## src/rtl/md_hilo_ctrl.sv

```systemverilog
// md_hilo_ctrl: EX-stage multiply/divide scheduler and HI/LO register owner.
// Sequences a pipelined multiplier and an iterative divider (start/ready/annul),
// raises the EX stall request while an operation is in flight, and retires
// results into HI/LO.
// Optional feature macro: MD_HILO_BYPASS_EN -- when defined, an MTHI/MTLO
// accepted this cycle is forwarded combinationally onto hi_rdata/lo_rdata.
module md_hilo_ctrl #(
  parameter int MUL_LAT = 2
) (
  input  logic        clk,
  input  logic        rst,
  input  logic [2:0]  md_op,
  input  logic [31:0] md_src1,
  input  logic [31:0] md_src2,
  input  logic        adv,
  input  logic        flush,
  output logic        stallreq,
  output logic        md_done,
  output logic        mul_signed,
  output logic [31:0] mul_ina,
  output logic [31:0] mul_inb,
  input  logic [63:0] mul_result,
  output logic        div_start,
  output logic        div_signed,
  output logic [31:0] div_op1,
  output logic [31:0] div_op2,
  output logic        div_annul,
  input  logic        div_ready,
  input  logic [63:0] div_result,
  output logic [31:0] hi_rdata,
  output logic [31:0] lo_rdata
);

  localparam int CW = (MUL_LAT < 2) ? 1 : $clog2(MUL_LAT + 1);

  localparam logic [2:0] OP_MULT  = 3'd1;
  localparam logic [2:0] OP_MULTU = 3'd2;
  localparam logic [2:0] OP_DIV   = 3'd3;
  localparam logic [2:0] OP_DIVU  = 3'd4;
  localparam logic [2:0] OP_MTHI  = 3'd5;
  localparam logic [2:0] OP_MTLO  = 3'd6;

  typedef enum logic [1:0] {
    IDLE     = 2'd0,
    MUL_WAIT = 2'd1,
    DIV_RUN  = 2'd2,
    DONE     = 2'd3
  } state_t;

  state_t        state_r;
  logic [31:0]   hi_r;
  logic [31:0]   lo_r;
  logic [31:0]   opa_r;
  logic [31:0]   opb_r;
  logic          sign_r;
  logic [CW-1:0] cnt_r;
  logic          done_first_r;

  logic          is_mul_s;
  logic          is_div_s;
  logic          mthi_acc_s;
  logic          mtlo_acc_s;

  // Decode the EX operation and qualify HI/LO moves (only accepted in IDLE, not on flush/reset).
  always_comb begin
    is_mul_s   = (md_op == OP_MULT) || (md_op == OP_MULTU);
    is_div_s   = (md_op == OP_DIV)  || (md_op == OP_DIVU);
    mthi_acc_s = (state_r == IDLE) && (md_op == OP_MTHI) && !flush && !rst;
    mtlo_acc_s = (state_r == IDLE) && (md_op == OP_MTLO) && !flush && !rst;
  end

  // Handshake and status outputs; the IDLE-cycle stall must be combinational so EX holds immediately.
  always_comb begin
    stallreq  = !rst && (((state_r == IDLE) && (is_mul_s || is_div_s)) ||
                         (state_r == MUL_WAIT) || (state_r == DIV_RUN));
    md_done   = !rst && (((state_r == DONE) && done_first_r) || mthi_acc_s || mtlo_acc_s);
    div_annul = !rst && flush && (state_r == DIV_RUN);
  end

  // Unit operand buses come from the latches only while that unit is in use, else zero.
  always_comb begin
    if (state_r == MUL_WAIT) begin
      mul_signed = sign_r;
      mul_ina    = opa_r;
      mul_inb    = opb_r;
    end else begin
      mul_signed = 1'b0;
      mul_ina    = 32'd0;
      mul_inb    = 32'd0;
    end
    if (state_r == DIV_RUN) begin
      div_start  = 1'b1;
      div_signed = sign_r;
      div_op1    = opa_r;
      div_op2    = opb_r;
    end else begin
      div_start  = 1'b0;
      div_signed = 1'b0;
      div_op1    = 32'd0;
      div_op2    = 32'd0;
    end
  end

`ifdef MD_HILO_BYPASS_EN
  // HI/LO read port with same-cycle forwarding of an accepted MTHI/MTLO.
  always_comb begin
    hi_rdata = mthi_acc_s ? md_src1 : hi_r;
    lo_rdata = mtlo_acc_s ? md_src1 : lo_r;
  end
`else
  // HI/LO read port straight from the architectural registers.
  always_comb begin
    hi_rdata = hi_r;
    lo_rdata = lo_r;
  end
`endif

  // Scheduler FSM, operand latches and HI/LO registers; flush beats any completion.
  always_ff @(posedge clk) begin
    if (rst) begin
      state_r      <= IDLE;
      hi_r         <= 32'd0;
      lo_r         <= 32'd0;
      opa_r        <= 32'd0;
      opb_r        <= 32'd0;
      sign_r       <= 1'b0;
      cnt_r        <= '0;
      done_first_r <= 1'b0;
    end else if (flush) begin
      state_r      <= IDLE;
      cnt_r        <= '0;
      done_first_r <= 1'b0;
    end else begin
      case (state_r)
        IDLE: begin
          done_first_r <= 1'b0;
          case (md_op)
            OP_MULT, OP_MULTU: begin
              opa_r   <= md_src1;
              opb_r   <= md_src2;
              sign_r  <= (md_op == OP_MULT);
              cnt_r   <= CW'(MUL_LAT);
              state_r <= MUL_WAIT;
            end
            OP_DIV, OP_DIVU: begin
              if (md_src2 != 32'd0) begin
                opa_r   <= md_src1;
                opb_r   <= md_src2;
                sign_r  <= (md_op == OP_DIV);
                state_r <= DIV_RUN;
              end else begin
                // Divide by zero never reaches the divider: fixed architectural result.
                hi_r         <= md_src1;
                lo_r         <= 32'hFFFF_FFFF;
                done_first_r <= 1'b1;
                state_r      <= DONE;
              end
            end
            OP_MTHI: hi_r <= md_src1;
            OP_MTLO: lo_r <= md_src1;
            default: state_r <= IDLE;
          endcase
        end
        MUL_WAIT: begin
          cnt_r <= cnt_r - CW'(1);
          if (cnt_r == CW'(1)) begin
            hi_r         <= mul_result[63:32];
            lo_r         <= mul_result[31:0];
            done_first_r <= 1'b1;
            state_r      <= DONE;
          end else begin
            state_r <= MUL_WAIT;
          end
        end
        DIV_RUN: begin
          if (div_ready) begin
            hi_r         <= div_result[63:32];
            lo_r         <= div_result[31:0];
            done_first_r <= 1'b1;
            state_r      <= DONE;
          end else begin
            state_r <= DIV_RUN;
          end
        end
        DONE: begin
          // The instruction is still presented here; never restart it, just wait to leave.
          done_first_r <= 1'b0;
          if (adv) begin
            state_r <= IDLE;
          end else begin
            state_r <= DONE;
          end
        end
        default: state_r <= IDLE;
      endcase
    end
  end

endmodule

```

## config.mk

```make
export PLATFORM = sky130hd
export DESIGN_NAME = md_hilo_ctrl
export DESIGN_NICKNAME = d
export VERILOG_FILES = /design/src/rtl/md_hilo_ctrl.sv
export SDC_FILE = /design/constraint.sdc
export NUM_CORES = 1
export LEC_CHECK = 0
export BUFFER_PORTS_ARGS = -buffer_cell sky130_fd_sc_hd__buf_4
export CAP_MARGIN = 20
export CORE_UTILIZATION = 33
export DETAILED_ROUTE_END_ITERATION = 7
export GPL_TIMING_DRIVEN = 0
export SLEW_MARGIN = 20
export SYNTH_ARGS = -nofsm -noshare
export SYNTH_HDL_FRONTEND = slang
export SYNTH_SLANG_ARGS = --single-unit
```

## constraint.sdc

```tcl
create_clock -name clk -period 2.96 [get_ports clk]
set_clock_uncertainty 0.1 [all_clocks]
set_input_delay 0.296 -clock clk [delete_from_list [all_inputs] [get_ports clk]]
set_output_delay 0.296 -clock clk [all_outputs]
set_load 0.02 [all_outputs]
```

==> results.sh <==
export IMPL_cp_max_fo=10
export IMPL_setup_viol=0
export IMPL_portBuffers=395
export IMPL_hold_end="opb_r[27]"
export IMPL_fin_area_mm2=0.01170
export IMPL_slowest_stage="dfxtp_1"
export IMPL_reg2reg_depth=10
export IMPL_layout_cells_non_filler=1627
export IMPL_io_pins=398
export IMPL_synth_edf_count=0
export IMPL_viasPerCell=5.153
export IMPL_synth_mux_area_frac=0.1293
export IMPL_clkTransAtPathRegs_ns=0.06
export IMPL_synth_fa_ha_area_frac=0.01143
export IMPL_wl_per_cell_um=20.51
export IMPL_drt_iter0_markers=501
export IMPL_ys_warnings_count=0
export IMPL_finalNetCount=1537
export IMPL_die_x_um=154.4
export IMPL_critPathLaunch="state_r[0]"
export IMPL_period_needed_ns=2.830
export IMPL_post_place_cells=1600
export IMPL_initial_core_util=0.3374
export IMPL_power_density_mw_per_mm2=492.1
export IMPL_drive_gt1_frac=0.3510
export IMPL_grt_max_degree=17
export IMPL_hold_viol=0
export IMPL_wirelength_mm=33.38
export IMPL_root_buffer="clkbuf_16"
export IMPL_grt_pass1_wl_mm=48.60
export IMPL_drc=0
export IMPL_relSlewSlack=0.5139
export IMPL_worst_slew_pin_slew_ns=0.7292
export IMPL_ys_ff_latch=134
export IMPL_layout_common_cells="buf_4, nor2_1, dfxtp_1"
export IMPL_setup_worst_path_start_class="flop"
export IMPL_synthArstFlopShare=0
export IMPL_yosysSeqAreaShare=0.3502
export IMPL_globalplace_congestion=0.9051
export IMPL_highest_layer="met4"
export IMPL_r2r_slack_ns=0.22
export IMPL_fmax_ghz=0.3534
export IMPL_synth_compound_area_frac=0.1912
export IMPL_hold_start="md_src2[27]"
export IMPL_r2r_start="state_r[0]"
export IMPL_area_growth_pct=52.75
export IMPL_crit_path_frequent_cell="clkbuf_4"
export IMPL_endpoint_kind="output port"
export IMPL_dr_wl_met3_mm=1.849
export IMPL_cts_buffers_inserted=17
export IMPL_antenna_found_initial=0
export IMPL_worstPathCellList="inv_1 > ha_1 > clkbuf_4 > clkbuf_4 > clkbuf_8 > clkbuf_2 > and2_1 > buf_4"
export IMPL_cts_sinks=134
export IMPL_ant_nets=0
export IMPL_syn_area_mm2=0.007661
export IMPL_avgSynthCellArea_um2=8.327
export IMPL_dp_hpwl_mm=26.38
export IMPL_worstPathRequired_ns=2.56
export IMPL_synthSimpleGateAreaFrac=0.2540
export IMPL_maxCapViolations=0
export IMPL_synth_nets=1127
export IMPL_grtUsageTotal=0.2736
export IMPL_synthFlopType="dfxtp_1"
export IMPL_slew_viol_final=0
export IMPL_cts_buffer_depth=2
export IMPL_clock_latency_ns=0.42
export IMPL_yosys_cell_types_count=42
export IMPL_grt_ovfl_total=0
export IMPL_leakage_nw=5.744
export IMPL_dr_pass1_iters=5
export IMPL_rsz0062_at_grt="no"
export IMPL_postCtsSetupBuffers=0
export IMPL_worst_setup_path_type="flop to output port"
export IMPL_rows=55
export IMPL_n_antenna_cell=0
export IMPL_core_mm2=0.02271
export IMPL_vias=8384
export IMPL_timing_final_crit_share=0.9560
export IMPL_grt_pass1_vias=7933
export IMPL_max_stage_delay_ns=0.40
export IMPL_min_path_cells=3
export IMPL_htreeDepth=4
export IMPL_synth_xor_area_frac=0.001143
export IMPL_r2r_end="hi_rdata[25]"
export IMPL_dr_wl_met2_mm=15.76
export IMPL_power_mw=5.759
export IMPL_drt_met1_wl_mm=15.18
export IMPL_synth_top_family_by_area="simple AND/OR/NAND/NOR gates"
export IMPL_cts_tree="built"
export IMPL_ir_worst_vdd_v=0.0003144
export IMPL_cp_data_arrival_time_ns=2.43
export IMPL_place_area_mm2=0.01098
export IMPL_status="finished clean"
export IMPL_syn_inst=920
export IMPL_die_height_um=154.4
export IMPL_final_common_cell="buf_4"
export IMPL_holdCritPathClass="primary input to flop"
export IMPL_die_area_mm2=0.02383
-- logic make-up (layout without fill, tap and decap cells) --
group	Yosys count	count (layout)
mux	99	99
fa+ha+maj	7	7
flops	134	134
simple gates	359	359
xor+xnor	1	1
compound gates	213	213
buf+inv	107	529
-- worst max-delay path by stage --
stage / endpoint / slack, ns / cells past startpoint
floorplan: hi_rdata[0] / 0.47 / 10
global placement: div_op1[9] / -0.53 / 8
detailed placement: div_op1[9] / -0.55 / 8
CTS: mul_inb[29] / 0.0003 / 7
global route: div_op1[14] / 0.02 / 8
finish: div_op1[14] / 0.13 / 8
-- state kept, by name (all words and copies together), names as in the netlist --
register and cells:
cnt_r 2, done_first_r 1, hi_rdata 32, lo_rdata 32
opa_r 32, opb_r 32, sign_r 1, state_r 2
-- routing by layer --
| layer | vias to the layer above | track usage |
|---|---|---|
| li1 | 4078 | - |
| met1 | 3983 | 0.3638 |
| met2 | 291 | 0.4522 |
| met3 | 32 | 0.04735 |
| met4 | 0 | 0.08157 |
| met5 | - | 0 |
-- Yosys cell counts, types with 8 or more instances --
cell type / count / share of area
clkbuf_1: 79 / 0.039
a21oi_1: 70 / 0.046
o31ai_1: 31 / 0.030
a211o_1: 32 / 0.037
nor4_1: 8 / 0.0065
nor2_1: 137 / 0.067
dfxtp_1: 134 / 0.35
buf_6: 9 / 0.013
nand2b_1: 34 / 0.028
or4_1: 31 / 0.030
mux2i_1: 99 / 0.13
and2_1: 130 / 0.11
a22oi_1: 64 / 0.063
-- final cells by class --
| type | instances | area (µm²) |
|---|---|---|
| clock inverters | 12 | 225.2 |
| fillers | 2276 | 11010 |
| inverters | 10 | 37.54 |
| plain buffers | 93 | 475.5 |
| repair buffers | 395 | 2965 |
| flip-flops and latches | 134 | 2683 |
| multi-input cells | 679 | 4517 |
| well taps | 285 | 356.6 |
| clock buffers | 19 | 442.9 |
-- worst max-delay path, delay by kind of cell (launching register included) --
family,cells,cell delay [ns]
buffers and inverters,6,1.16
flip-flops,1,0.40
adder cells (fa/ha/maj),1,0.24
AND/OR/NAND/NOR,1,0.21
-- where the power goes --
| part | switching (mW) | leakage, nW | total [mW] | internal [mW] |
|---|---|---|---|---|
| sequential | 0.0833 | 1.09 | 2.01 | 1.93 |
| combinational | 0.726 | 4.32 | 1.30 | 0.574 |
| clock | 0.841 | 0.327 | 2.44 | 1.60 |
-- metrics by stage --
stage | setup TNS (ns) | hold slack [ns] | utilization | setup WS, ns
detailed placement | -47.46 | 0.3639 | 0.4836 | -0.5528
global route | 0 | 0.01184 | 0.5153 | 0.02290
finish | 0 | 0.02018 | 0.5153 | 0.1303
floorplan | 0 | 0.3399 | - | 0.4721
global placement | -43.47 | 0.3565 | 0.4836 | -0.5270
CTS | 0 | 0.001530 | 0.5147 | 0.0003020
-- repair_timing --
item                       4_1_cts  5_1_grt
resized for setup               24       18
setup endpoints to repair      191      123
hold buffers                     0        0
No activity file was read; power rests on OpenSTA's default activity.
